<file path="src/rtl/bioee_vector_sequencer_pkg.sv">
`default_nettype none
// ============================================================================
// Module      : bioee_vector_sequencer_pkg
// Description : Shared definitions for the vector playback sequencer:
//               default widths, the idle vector value, the FSM state
//               encodings and the priming-exit helper.
// Revision    : 1.0 - initial release
// ============================================================================
package bioee_vector_sequencer_pkg;

  // Default widths; the PC-side vector block uses the same values.
  localparam int unsigned SEQ_DATA_W = 16;
  localparam int unsigned SEQ_CNT_W  = 24;
  localparam int unsigned SEQ_DIV_W  = 16;

  // Value on the vector pins after reset and after an abort.
  localparam logic [15:0] SEQ_IDLE_VECTOR = 16'h0000;

  // Playback FSM encodings.
  typedef logic [1:0] seq_state_t;
  localparam logic [1:0] ST_IDLE  = 2'd0;
  localparam logic [1:0] ST_PRIME = 2'd1;
  localparam logic [1:0] ST_RUN   = 2'd2;
  localparam logic [1:0] ST_DRAIN = 2'd3;

  // Priming completes either at the programmable-full threshold or as soon
  // as at least one word is present, depending on the selected mode.
  function automatic logic prime_met(input logic wait_full,
                                     input logic prog_full,
                                     input logic empty);
    return wait_full ? prog_full : !empty;
  endfunction

endpackage
`default_nettype wire

</file>
<file path="src/rtl/bioee_vector_sequencer_rate_divider.sv">
`default_nettype none
// ============================================================================
// Module      : bioee_vector_sequencer_rate_divider
// Description : DIV_W-bit down-counter that marks vector slots. A load forces
//               the count (used to make the first slot immediate); while
//               enabled the count decrements and, on reaching zero, emits a
//               one-cycle tick and reloads the period value.
// Ports       : clk_i, rst_ni     clock, asynchronous active-low reset
//               load_i/load_val_i force count to load_val_i (priority)
//               en_i              count enable
//               reload_val_i      value reloaded after each tick
//               tick_o            high for the cycle the count is zero and enabled
// Revision    : 1.0 - initial release
// ============================================================================
module bioee_vector_sequencer_rate_divider #(
  parameter int unsigned DIV_W = 16
) (
  input  logic             clk_i,
  input  logic             rst_ni,
  input  logic             load_i,
  input  logic [DIV_W-1:0] load_val_i,
  input  logic             en_i,
  input  logic [DIV_W-1:0] reload_val_i,
  output logic             tick_o
);

  logic [DIV_W-1:0] count_q, count_d;
  logic             at_zero;

  assign at_zero = (count_q == '0);
  assign tick_o  = en_i && at_zero;

  always_comb begin
    count_d = count_q;
    if (load_i) begin
      count_d = load_val_i;
    end else if (en_i) begin
      // Reload on the tick cycle so the period is reload_val_i+1 clocks.
      count_d = at_zero ? reload_val_i : (count_q - DIV_W'(1));
    end
  end

  always_ff @(posedge clk_i or negedge rst_ni) begin
    if (!rst_ni) begin
      count_q <= '0;
    end else begin
      count_q <= count_d;
    end
  end

endmodule
`default_nettype wire

</file>
<file path="src/rtl/bioee_vector_sequencer.sv">
`default_nettype none
// ============================================================================
// Module      : bioee_vector_sequencer
// Description : Read-side controller for the vector FIFO. Primes the FIFO,
//               pops one word per programmable vector period, drives it onto
//               the vector pins, counts vectors, flags underrun and supports
//               abort. Single clock domain (vectorclk).
// Ports       : vectorclk, vectorreset_n    clock, async active-low reset
//               start, abort                control pulses (abort dominates)
//               wait_full                   priming mode select
//               rate_div, vector_count      run settings, sampled at start
//               fifo_dout/empty/prog_full   FIFO read-side status and data
//               fifo_rd_en                  FIFO read strobe
//               vectoroutput, vector_strobe registered vector and its update pulse
//               busy, done, underrun        status (done: pulse, underrun: sticky)
// Revision    : 1.0 - initial release
// ============================================================================
module bioee_vector_sequencer
  import bioee_vector_sequencer_pkg::*;
#(
  parameter int unsigned       DATA_W      = SEQ_DATA_W,
  parameter int unsigned       CNT_W       = SEQ_CNT_W,
  parameter int unsigned       DIV_W       = SEQ_DIV_W,
  parameter logic [DATA_W-1:0] IDLE_VECTOR = DATA_W'(SEQ_IDLE_VECTOR)
) (
  input  logic              vectorclk,
  input  logic              vectorreset_n,
  input  logic              start,
  input  logic              abort,
  input  logic              wait_full,
  input  logic [DIV_W-1:0]  rate_div,
  input  logic [CNT_W-1:0]  vector_count,
  input  logic [DATA_W-1:0] fifo_dout,
  input  logic              fifo_empty,
  input  logic              fifo_prog_full,
  output logic              fifo_rd_en,
  output logic [DATA_W-1:0] vectoroutput,
  output logic              vector_strobe,
  output logic              busy,
  output logic              done,
  output logic              underrun
);

  logic [1:0]        state_q, state_d;
  logic [DIV_W-1:0]  rate_q, rate_d;
  logic [CNT_W-1:0]  remaining_q, remaining_d;
  logic              cont_q, cont_d;
  logic              rd_pend_q, rd_pend_d;
  logic [DATA_W-1:0] vout_q, vout_d;
  logic              strobe_q, strobe_d;
  logic              done_q, done_d;
  logic              underrun_q, underrun_d;

  logic              rd_en;
  logic              div_load;
  logic              div_en;
  logic              slot;

  bioee_vector_sequencer_rate_divider #(
    .DIV_W (DIV_W)
  ) u_rate_divider (
    .clk_i        (vectorclk),
    .rst_ni       (vectorreset_n),
    .load_i       (div_load),
    .load_val_i   ('0),
    .en_i         (div_en),
    .reload_val_i (rate_q),
    .tick_o       (slot)
  );

  always_comb begin
    state_d     = state_q;
    rate_d      = rate_q;
    remaining_d = remaining_q;
    cont_d      = cont_q;
    rd_pend_d   = 1'b0;
    vout_d      = vout_q;
    strobe_d    = 1'b0;
    done_d      = 1'b0;
    underrun_d  = underrun_q;
    rd_en       = 1'b0;
    div_load    = 1'b0;
    div_en      = 1'b0;

    // FIFO data arrives the cycle after the read; capture it then. The
    // strobe and done are registered alongside the data so all three become
    // visible in the same cycle.
    if (rd_pend_q) begin
      vout_d   = fifo_dout;
      strobe_d = 1'b1;
    end

    case (state_q)
      ST_IDLE: begin
        if (start && !abort) begin
          state_d     = ST_PRIME;
          rate_d      = rate_div;
          remaining_d = vector_count;
          cont_d      = (vector_count == '0);
          underrun_d  = 1'b0;
        end
      end
      ST_PRIME: begin
        // Holding the divider at zero makes the first RUN cycle a slot.
        div_load = 1'b1;
        if (prime_met(wait_full, fifo_prog_full, fifo_empty)) begin
          state_d = ST_RUN;
        end
      end
      ST_RUN: begin
        div_en = 1'b1;
        if (slot) begin
          if (!fifo_empty) begin
            rd_en     = 1'b1;
            rd_pend_d = 1'b1;
            if (!cont_q && (remaining_q != '0)) begin
              remaining_d = remaining_q - CNT_W'(1);
              if (remaining_q == CNT_W'(1)) begin
                state_d = ST_DRAIN;
              end
            end
          end else begin
            // Empty slot is dropped, not retried; playback keeps its pace.
            underrun_d = 1'b1;
          end
        end
      end
      ST_DRAIN: begin
        state_d = ST_IDLE;
        done_d  = 1'b1;
      end
      default: begin
        state_d = ST_IDLE;
      end
    endcase

    // Abort overrides everything: no new read, any in-flight word discarded.
    if (abort && (state_q != ST_IDLE)) begin
      state_d    = ST_IDLE;
      rd_en      = 1'b0;
      rd_pend_d  = 1'b0;
      vout_d     = IDLE_VECTOR;
      strobe_d   = 1'b0;
      done_d     = 1'b0;
      underrun_d = underrun_q;
    end
  end

  always_ff @(posedge vectorclk or negedge vectorreset_n) begin
    if (!vectorreset_n) begin
      state_q     <= ST_IDLE;
      rate_q      <= '0;
      remaining_q <= '0;
      cont_q      <= 1'b0;
      rd_pend_q   <= 1'b0;
      vout_q      <= IDLE_VECTOR;
      strobe_q    <= 1'b0;
      done_q      <= 1'b0;
      underrun_q  <= 1'b0;
    end else begin
      state_q     <= state_d;
      rate_q      <= rate_d;
      remaining_q <= remaining_d;
      cont_q      <= cont_d;
      rd_pend_q   <= rd_pend_d;
      vout_q      <= vout_d;
      strobe_q    <= strobe_d;
      done_q      <= done_d;
      underrun_q  <= underrun_d;
    end
  end

  assign fifo_rd_en    = rd_en;
  assign vectoroutput  = vout_q;
  assign vector_strobe = strobe_q;
  assign busy          = (state_q != ST_IDLE);
  assign done          = done_q;
  assign underrun      = underrun_q;

endmodule
`default_nettype wire

</file>
<file path="config.mk">
export PLATFORM = sky130hd
export DESIGN_NAME = bioee_vector_sequencer
export DESIGN_NICKNAME = d
export VERILOG_FILES = /design/src/rtl/bioee_vector_sequencer_pkg.sv /design/src/rtl/bioee_vector_sequencer_rate_divider.sv /design/src/rtl/bioee_vector_sequencer.sv
export SDC_FILE = /design/constraint.sdc
export NUM_CORES = 1
export LEC_CHECK = 0
export CAP_MARGIN = 20
export CORE_MARGIN = 5
export CORE_UTILIZATION = 52
export DETAILED_ROUTE_END_ITERATION = 10
export GPL_TIMING_DRIVEN = 0
export PLACE_DENSITY = 0.8
export REMOVE_ABC_BUFFERS = 1
export SLEW_MARGIN = 40
export SYNTH_ARGS = -nofsm -noshare
export SYNTH_HDL_FRONTEND = slang
export SYNTH_SLANG_ARGS = --single-unit
</file>
<file path="constraint.sdc">
create_clock -name vectorclk -period 5 [get_ports vectorclk]
set_input_delay 1.25 -clock vectorclk [delete_from_list [all_inputs] [get_ports vectorclk]]
set_output_delay 1.25 -clock vectorclk [all_outputs]
set_load 0.02 [all_outputs]
</file>
# After elaboration in Yosys (flattened, before gate mapping)
# Index checks and enable logic that the tools add are counted.
# W data, S select, Z words.
# word_totals
ff_bits,79
input_bits,63
out_inout_bits,21
word_cells,80
# classes
add_sub_neg,2
n_eq_ne,15
n_reduce_logical,19
mux,33
bitwise_logic,1
# ops
operator,count
$mux W24,4
$mux W16,5
$pmux W24 S2,1
$eq A24 B1 Y1 const B,1
$logic_not A24 Y1,1
$reduce_bool A24 Y1,1
$sub A24 B1 Y24 const B,1
$ne A3 B3 Y1 const B,6
$logic_not A16 Y1,1
$sub A16 B1 Y16 const B,1
$mux W1,14
$mux W2,7
$ne A2 B2 Y1 const B,5
$reduce_and A5 Y1,2
$pmux W2 S4,1
$reduce_bool A2 Y1,4
$reduce_and A6 Y1,1
$eq A2 B2 Y1 const B,2
$logic_and A1 B1 Y1,4
$logic_not A1 Y1,3
$eq A2 B1 Y1 const B,1
$logic_not A2 Y1,1
$pmux W1 S2,1
$reduce_and A2 Y1,1
$not A1 Y1,1

# Longest topological paths before layout
# Gate-level depths: netlist of the first run.
# logic_depth
word_depth,7
mapped_depth,9

# Cells and area by module
# From an unflattened synthesis of the first run, not the netlist that was laid out.
# unflattened
hier_cells,499
area_unflattened_um2,4752.1
# modules_own_cells
mod,cells_per_inst,area_each_um2,instances,seq_area_each_um2
bioee_vector_sequencer,345,3475.8,1,1576.5
bioee_vector_sequencer_rate_divider,154,1276.2,1,400.4

# Worst setup path before layout of the first run
# OpenSTA, ideal clock, no wires.
# synth_path
path_kind,input-to-output
startpoint,in abort
endpoint,out fifo_rd_en
t_required_ns,3.750
setup_slack_ns,1.423
t_arrival_ns,2.327
path_buffers,1
stages,3
path_cell_list,nor2b_1 clkbuf_1 nor4_1
# synth_between
elab_chain_len,2
# synth_rtl
element,line,text
from (decl),bioee_vector_sequencer.sv:29,"input logic abort,"
$logic_and A1 B1 Y1,bioee_vector_sequencer.sv:138,if (abort && (state_q != ST_IDLE)) begin
$mux W1,bioee_vector_sequencer.sv:138,
to (decl),bioee_vector_sequencer.sv:36,"output logic fifo_rd_en,"
# Every way passes these cells.

# Worst setup path after layout of the first run
# Same ends and word-level chain as after synthesis.

==> results_tabular.tex, run 1 <==
\begin{tabular}{lr}
\hline
Metric & Value \\
\hline
\multicolumn{2}{l}{\textbf{Status}} \\
\quad Outcome & finished, final reports clean \\
\multicolumn{2}{l}{\textbf{Critical path}} \\
\quad Cell seen most often among critical-path stages & clkdlybuf4s50\_1 \\
\quad Slowest stage cell, crit path & nor2b\_2 \\
\quad Critical path arrival & approximately 3.3 ns \\
\quad Setup Crit Path Kind & in2out \\
\quad Worst-case reg-to-reg path depth & 8 \\
\quad Worst path cell trace & clkdlybuf4s50\_1 -> nor2b\_2 -> nor4\_1 -> clkdlybuf4s50\_1 \\
\quad Critical path's largest stage delay & 0.70 ns \\
\quad Required time worst endpoint & $\sim$3.8 ns \\
\quad Worst-path maximum fanout & 21 \\
\quad Critical Path Source Type & primary input \\
\quad Crit path capture type & output port \\
\multicolumn{2}{l}{\textbf{Placement}} \\
\quad Post-DP HPWL & 8000 um \\
\quad Weighted congestion reported at the end of routability-driven placement & roughly 0.89 \\
\quad Quantity of I/O buffers inserted on ports & between 80 and 90 \\
\quad Worst-case setup slack after placement & $\sim$0.49 ns \\
\quad Post-placement cell area & 5420 um2 \\
\multicolumn{2}{l}{\textbf{Layout}} \\
\quad Proportion of layout cells with a drive suffix above 1 & 10.1\% \\
\quad Final cell area excluding filler cells & 5600 um2 \\
\quad Fillers & 658 \\
\quad Multi-input gate area & roughly 2400 um2 \\
\quad Area delta synth->final & 25.6\% \\
\quad Diode count & 0 \\
\quad Most common library cell in the layout ignoring fill and taps & clkdlybuf4s50\_1 \\
\quad Final standard cell utilization of the core & around 67\% \\
\quad Final-stage net count & roughly 620 \\
\quad Top library cells by usage in the layout, fill and taps aside & clkdlybuf4s50\_1, dfrtp\_1, nor2\_1 \\
\quad Flip-flop and latch area & $\sim$2000 um2 \\
\multicolumn{2}{l}{\textbf{Logic synthesis}} \\
\quad Multiplexer fraction of the synthesized cell area & around 12\% \\
\quad Count of yosys warnings during synthesis & 0 \\
\quad Post-synth ARST share & 100\% \\
\quad Area fraction in compound gates after synthesis & around 17\% \\
\quad Post-Synth XOR/XNOR Area & 0\% \\
\quad Number of synthesized register bits & 79 \\
\quad Post-synth cell types & approximately 50 \\
\quad Number of enable flip-flop cells after synthesis & 0 \\
\quad Register area share after synthesis & about 44\% \\
\quad Combinational family with the most area after synthesis & simple AND/OR/NAND/NOR gates \\
\quad Synthesized area & approximately 4500 um2 \\
\quad Synthesized instance count & about 480 \\
\quad Mapped Avg Cell Area & between 9 and 10 um2 \\
\quad Post-Synth Adder-Cell Area & roughly 2.5\% \\
\quad Post-synthesis share of cell area spent on and, or, nand and nor gates & between 20\% and 30\% \\
\quad Most frequently used flop master after synthesis & dfrtp\_1 \\
\multicolumn{2}{l}{\textbf{Die}} \\
\quad Core region area & slightly above 8000 um2 \\
\quad Full die area & between 10000 and 15000 um2 \\
\quad Starting utilization of the core area & between 50\% and 60\% \\
\quad Height of the die & $\sim$100 um \\
\quad I/O pin cnt & between 80 and 90 \\
\quad Num rows & 33 \\
\quad DIE WIDTH & between 100 and 150 um \\
\multicolumn{2}{l}{\textbf{STA}} \\
\quad Final Max Slew Viols & 0 \\
\quad Share of the clock period used by the worst path after layout & between 80\% and 90\% \\
\quad Max-slew headroom & 46.2\% \\
\quad Final Skew & 0.00843 ns \\
\quad Unrepaired setup endpoints after global routing & no \\
\quad Highest clock rate & $\sim$0.22 GHz \\
\quad Minimum clock period after layout & about 4.5 ns \\
\quad Transition at the pin with the smallest max-transition slack & roughly 0.8 ns \\
\quad Final setup violation count & 0 \\
\quad Final worst-path setup slack & 0.502 ns \\
\quad Hold violation total from the final report & 0 \\
\multicolumn{2}{l}{\textbf{Clock network}} \\
\quad Post-CTS clock slew at the launch and capture registers of the worst setup and hold paths & 0.08 ns \\
\quad Clock latency reported for the late side of the worst-skew pair & 0.35 ns \\
\quad H-tree lvl count & 3 \\
\quad Total clock buffers created by CTS & 9 \\
\quad TritonCTS clock tree & yes \\
\quad Clk Tree Root Cell & clkbuf\_8 \\
\quad Post-cts hold buffer count & 0 \\
\quad Max Buffers Root-to-Sink & 2 \\
\quad Num Clock Sinks & 79 \\
\quad Number of buffers added for setup after CTS & 0 \\
\quad Post-cts sizing count & 0 \\
\multicolumn{2}{l}{\textbf{Routing}} \\
\quad Detailed Route WL & around 11000 um \\
\quad Detailed Route Iter0 Violations & $\sim$360 \\
\quad Routed vias & a little over 4000 \\
\quad Router iterations before antenna repair & 6 \\
\quad Routed wire per std cell & about 17 um \\
\quad Mean number of vias per cell & 6.16 \\
\quad Number of nets with antenna violations after routing & 0 \\
\quad DRC viols & 0 \\
\multicolumn{2}{l}{\textbf{Global routing}} \\
\quad Antenna violations before repair & 0 \\
\quad Total congestion overflow after global routing & 0 \\
\quad Pin count of the biggest net entering global routing & 51 \\
\quad Overall global routing resource usage & around 22\% \\
\quad Number of global-route vias before repair & between 3000 and 4000 \\
\quad Global-route wire length before repair & between 15000 and 20000 um \\
\multicolumn{2}{l}{\textbf{Power and ir drop}} \\
\quad Maximum resistive drop on vdd & between 0.2 and 0.3 mV \\
\quad Static power due to leakage & 2.31 nW \\
\quad Power density over the cells & around 530 nW/um2 \\
\multicolumn{2}{l}{\textbf{Flow run}} \\
\quad Max capacitance violation total & 0 \\
\multicolumn{2}{l}{\textbf{Worst hold path}} \\
\quad Tightest Hold Check Type & reg2reg \\
\quad Hold depth & 1 \\
\hline
\end{tabular}
area by class of cell:
| type | instances | share of cell area, % |
|---|---|---|
| clock inverter | 7 | 1.01 |
| tap | 105 | 2.35 |
| sequential | 79 | 35.3 |
| multi-input combinational | 360 | 42.1 |
| inverter | 14 | 0.939 |
| clock buffer | 9 | 2.21 |
| timing repair buffer | 87 | 16.0 |
cell usage after synthesis, drive strengths merged, types with 2 or more instances:
cell | count | area, um2
dfrtp | 79 | 1980
nor2 | 52 | 198
a21oi | 41 | 205
nand2 | 37 | 139
o21ai | 35 | 175
mux2i | 31 | 310
o22ai | 23 | 144
clkbuf | 20 | 75.1
nor4 | 19 | 146
mux2 | 18 | 206
nor3 | 17 | 95.1
nand3 | 16 | 80.1
inv | 14 | 52.6
ha | 9 | 113
nand4 | 8 | 56.3
nor2b | 5 | 31.3
or3 | 5 | 31.3
a41o | 4 | 40.0
and4 | 4 | 35.0
buf | 4 | 18.8
and3 | 3 | 18.8
nand2b | 3 | 18.8
nand4b | 3 | 26.3
nor4b | 3 | 26.3
a2111oi | 2 | 36.3
a22oi | 2 | 15.0
nand3b | 2 | 15.0
nor3b | 2 | 15.0
o31ai | 2 | 15.0
cells by family after synthesis:
family | Yosys count
and+or+nand+nor | 182
buffers and inverters | 38
AOI/OAI and AO/OA | 120
muxes | 49
DFF | 79
adders and majority gates | 9
stage by stage:
| step | setup TNS (ns) | hold slack [ns] | cells | power, W |
|---|---|---|---|---|
| after global placement | -73.02 | 0.481 | 641 | 0.00240 |
| after global routing | 0 | 0.530 | 661 | 0.00318 |
| final | 0 | 0.512 | 661 | 0.00295 |
| after CTS | 0 | 0.514 | 661 | 0.00295 |
| after detailed placement | 0 | 0.492 | 645 | 0.00251 |
| after floorplan | -8.85 | 0.480 | 453 | 0.00206 |
registers in the layout, summed over array words and instances (netlist names):
register	count
remaining_q	24
u_rate_divider.count_q	16
state_q	2
cont_q	1
rd_pend_q	1
rate_q	16
underrun	1
done	1
vectoroutput	16
vector_strobe	1
metal layers:
layer	up-vias	track usage, %	wire length, um	share of wire, %
met5	-	0	0	0
met4	0	7.27	201	1.8
met3	18	3.52	816	7.4
met2	175	34.3	5140	46
met1	1957	30.2	4940	45
li1	1921	-	-	-
power breakdown:
group          switching [W]  internal (W)
registers           0.000289      0.000880
clock network       0.000254      0.000184
logic               0.000773      0.000575
total                0.00132       0.00164
worst max-delay path: cells and delay by family:
family | cells | cell delay [ns]
buffers and inverters | 2 | 1.14
AND/OR/NAND/NOR | 2 | 0.85
path summary, 6_finish.rpt:
path	start	endpoint	slack (ns)
setup / recovery	abort	fifo_rd_en	0.50
hold / removal	rate_q[12]$_DFFE_PN0P_	rate_q[12]$_DFFE_PN0P_	0.51
setup reg to reg	u_rate_divider.count_q[0]$_DFFE_PN0P_	remaining_q[9]$_DFFE_PN0P_	2.28
hold reg to reg	rate_q[12]$_DFFE_PN0P_	rate_q[12]$_DFFE_PN0P_	0.51
max in group asynchronous	vectorreset_n	rd_pend_q$_DFF_PN0_	3.68
min in group asynchronous	vectorreset_n	rate_q[6]$_DFFE_PN0P_	0.76
No activity file was read; power rests on OpenSTA's default activity.
==> run 2: changes to the inputs <==
- TNS_END_PERCENT: not set -> 1
==> results of run 2 <==
Final layout, timing and power as in run 1 (identical DEF).
==> run 3: changes to the inputs <==
- DONT_BUFFER_PORTS: not set -> 1
- PLACE_DENSITY: 0.8 -> 0.67
==> run 3 against run 2 <==
Via count decreased by 9.5%. Global-route usage decreased by 1.0 points. First-iteration DRC count decreased by 22%. Maximum frequency increased by 21%. Power decreased by 1.4%. Register-to-register slack got worse by 0.18 ns. Critical endpoint unchanged. Highest routed layer unchanged.
==> results_tabular.tex, run 3 (synthesis results as in run 1) <==
\begin{tabular}{lr}
\hline
Metric & Value \\
\hline
\multicolumn{2}{l}{\textbf{Placement}} \\
\quad Post-placement cell area & 4580 um2 (-16\%) \\
\quad Quantity of I/O buffers inserted on ports & 0 (-100\%) \\
\quad Weighted congestion reported at the end of routability-driven placement & 0.826 (-6.8\%) \\
\quad Number of placed instances, taps included & 561 (-13\%) \\
\quad Post-DP HPWL & 7510 um (-6.1\%) \\
\multicolumn{2}{l}{\textbf{Die}} \\
\quad Core region area & 8300 um2 (unchanged) \\
\quad Num rows & 33 (unchanged) \\
\quad Height of the die & 103 um (unchanged) \\
\quad DIE WIDTH & 103 um (unchanged) \\
\quad I/O pin cnt & 84 (unchanged) \\
\quad Full die area & 10500 um2 (unchanged) \\
\quad Starting utilization of the core area & 53.7\% (unchanged) \\
\multicolumn{2}{l}{\textbf{Power and ir drop}} \\
\quad Fraction of power spent switching nets & 43.5\% (-1.1 points) \\
\quad Static power due to leakage & 2.01 nW (-13\%) \\
\quad Internal power & 0.00165 W (+0.52\%) \\
\quad Part of the power in combinational logic & 42.5\% (-3.1 points) \\
\quad Share of total power in sequential cells & 40.5\% (+0.9 points) \\
\quad Net switching power of the design & 0.00127 W (-3.8\%) \\
\quad Maximum resistive drop on vdd & 0.271 mV (-3.3\%) \\
\quad Power density over the cells & 609 nW/um2 (+15\%) \\
\quad Power share of the clock group & 16.9\% (+2.1 points) \\
\multicolumn{2}{l}{\textbf{Critical path}} \\
\quad Slowest stage cell, crit path & nor4\_2 \\
\quad Gate family responsible for the most delay along the worst path & simple AND/OR/NAND/NOR gates \\
\quad CP Buf/Inv Count & 0 (-2) \\
\quad Worst path cell trace & nor3\_2 -> nand4\_2 -> or2\_2 -> nor4\_2 \\
\quad Critical path's largest stage delay & 0.54 ns (-0.16 ns) \\
\quad Critical Path Source Type & flip-flop \\
\quad Required time worst endpoint & 3.75 ns (about the same) \\
\quad Critical path arrival & 2.48 ns (-0.77 ns) \\
\quad Setup Crit Path Kind & reg2out \\
\quad Crit path capture type & output port \\
\quad Worst-path maximum fanout & 7 (-67\%) \\
\multicolumn{2}{l}{\textbf{Routing}} \\
\quad Detailed Route Iter0 Violations & 277 (-22\%) \\
\quad Router iterations before antenna repair & 5 (-1) \\
\quad Number of nets with antenna violations after routing & 0 (unchanged) \\
\quad Routed vias & 3683 (-9.5\%) \\
\quad DRC viols & 0 (unchanged) \\
\quad Mean number of vias per cell & 6.38 (+3.6\%) \\
\quad Routed wire per std cell & 18.4 um (+9.5\%) \\
\quad Detailed Route WL & 10600 um (-4.5\%) \\
\multicolumn{2}{l}{\textbf{Layout}} \\
\quad Final-stage net count & 539 (-13\%) \\
\quad Flip-flop and latch area & 1980 um2 (about the same) \\
\quad Area delta synth->final & 7.41\% \\
\quad Diode count & 0 (unchanged) \\
\quad Final cell area excluding filler cells & 4790 um2 (-14\%) \\
\quad Final standard cell utilization of the core & 57.7\% (-9.8 points) \\
\quad Multi-input gate area & 2370 um2 (+0.48\%) \\
\quad Proportion of layout cells with a drive suffix above 1 & 11.4\% (+1.4 points) \\
\quad Max FFs per register & 24 (unchanged) \\
\quad Register containing the most flip-flops in the final layout & remaining\_q \\
\quad Most common library cell in the layout ignoring fill and taps & dfrtp\_1 \\
\quad Top library cells by usage in the layout, fill and taps aside & dfrtp\_1, nor2\_1, a21oi\_1 \\
\quad Fillers & 737 (+12\%) \\
\quad Final std cells w/o fill & 577 (-13\%) \\
\multicolumn{2}{l}{\textbf{STA}} \\
\quad Final hold slack & 0.516 ns (+0.00356 ns) \\
\quad Share of the clock period used by the worst path after layout & 74.5\% (-15 points) \\
\quad Highest clock rate & 0.268 GHz (+21\%) \\
\quad Final setup violation count & 0 (unchanged) \\
\quad Unrepaired setup endpoints after global routing & no \\
\quad Final Max Slew Viols & 0 (unchanged) \\
\quad Minimum clock period after layout & 3.73 ns (-0.772 ns) \\
\quad Max-slew headroom & 46.4\% (+0.18 points) \\
\quad Hold violation total from the final report & 0 (unchanged) \\
\quad Transition at the pin with the smallest max-transition slack & 0.804 ns (+0.000902 ns) \\
\quad Final Skew & 0.0113 ns (+0.00289 ns) \\
\multicolumn{2}{l}{\textbf{Global routing}} \\
\quad Global-route wire length before repair & 17000 um (-6.4\%) \\
\quad Number of global-route vias before repair & 3362 (-13\%) \\
\quad Pin count of the biggest net entering global routing & 80 (+57\%) \\
\quad Antenna violations before repair & 0 (unchanged) \\
\quad Overall global routing resource usage & 20.5\% (-1.0 points) \\
\quad Total congestion overflow after global routing & 0 (unchanged) \\
\multicolumn{2}{l}{\textbf{Clock network}} \\
\quad H-tree lvl count & 3 (unchanged) \\
\quad Max Buffers Root-to-Sink & 2 (unchanged) \\
\quad Clk Tree Root Cell & clkbuf\_8 \\
\quad TritonCTS clock tree & yes \\
\quad Post-cts hold buffer count & 0 (unchanged) \\
\quad Post-CTS clock slew at the launch and capture registers of the worst setup and hold paths & 0.09 ns (about the same) \\
\quad Number of buffers added for setup after CTS & 0 (unchanged) \\
\quad Post-cts sizing count & 0 (unchanged) \\
\quad Total clock buffers created by CTS & 9 (unchanged) \\
\quad Num Clock Sinks & 79 (unchanged) \\
\quad Clock latency reported for the late side of the worst-skew pair & 0.36 ns (about the same) \\
\multicolumn{2}{l}{\textbf{Status}} \\
\quad Outcome & finished, final reports clean \\
\multicolumn{2}{l}{\textbf{Worst hold path}} \\
\quad Tightest Hold Check Type & reg2reg \\
\multicolumn{2}{l}{\textbf{Flow run}} \\
\quad Max capacitance violation total & 0 (unchanged) \\
\hline
\end{tabular}
run 3: final cells by class:
type | instances | share of cell area, %
Multi-Input combinational cell | 360 | 49.5
Tap cell | 105 | 2.74
Timing Repair Buffer | 3 | 1.05
Inverter | 14 | 1.10
Sequential cell | 79 | 41.3
Clock inverter | 6 | 1.44
Clock buffer | 10 | 2.88
run 3: per-stage QoR:
stage               power (W)  TNS [ns]  setup WS [ns]
global route          0.00314         0           1.13
global placement      0.00233    -64.34          -2.79
finish                0.00291         0           1.27
CTS                   0.00292         0           1.28
floorplan             0.00206     -8.85         -0.402
detailed placement    0.00242         0           1.57
run 3: final timing paths:
check | start | to | slack, ns | cells past startpoint
max reg2reg | state_q[0]$_DFFE_PN0P_ | remaining_q[15]$_DFFE_PN0P_ | 2.10 | 9
min in group asynchronous | vectorreset_n | vectoroutput[10]$_DFFE_PN0P_ | 0.58 | 0
min | rate_q[5]$_DFFE_PN0P_ | rate_q[5]$_DFFE_PN0P_ | 0.52 | 1
max in group asynchronous | vectorreset_n | rate_q[14]$_DFFE_PN0P_ | 4.28 | 0
min reg2reg | rate_q[5]$_DFFE_PN0P_ | rate_q[5]$_DFFE_PN0P_ | 0.52 | 1
max | u_rate_divider.count_q[4]$_DFFE_PN0P_ | fifo_rd_en | 1.27 | 4
run 3: worst register-to-register path: stages, from the launching register on:
cell	delay, ns
dfrtp_1	0.41
inv_1	0.11
ha_2	0.59
inv_1	0.26
o21ai_4	0.38
buf_8	0.21
buf_16	0.17
nand2_2	0.30
o22ai_1	0.26
a21oi_1	0.06
run 3: power by group through the flow:
| stage | Clock, W | Combinational, W | Sequential [W] |
|---|---|---|---|
| final | 0.000494 | 0.00124 | 0.00118 |
| after global routing | 0.000534 | 0.00139 | 0.00122 |
| after CTS | 0.000507 | 0.00124 | 0.00118 |
| after detailed placement | 0 | 0.00123 | 0.00119 |
| after global placement | 0 | 0.00116 | 0.00117 |
| after floorplan | 0 | 0.000954 | 0.00111 |
run 3: per-layer routing:
metal  share of wire (%)  track usage, %  up-vias  wire length (um)
met5                   0               0        -                 0
met2                  42            29.4      130              4430
met1                  47            30.5     1795              5020
met4                 1.3            6.46        0               140
met3                 9.5            5.14       15              1010
li1                    -               -     1743                 -
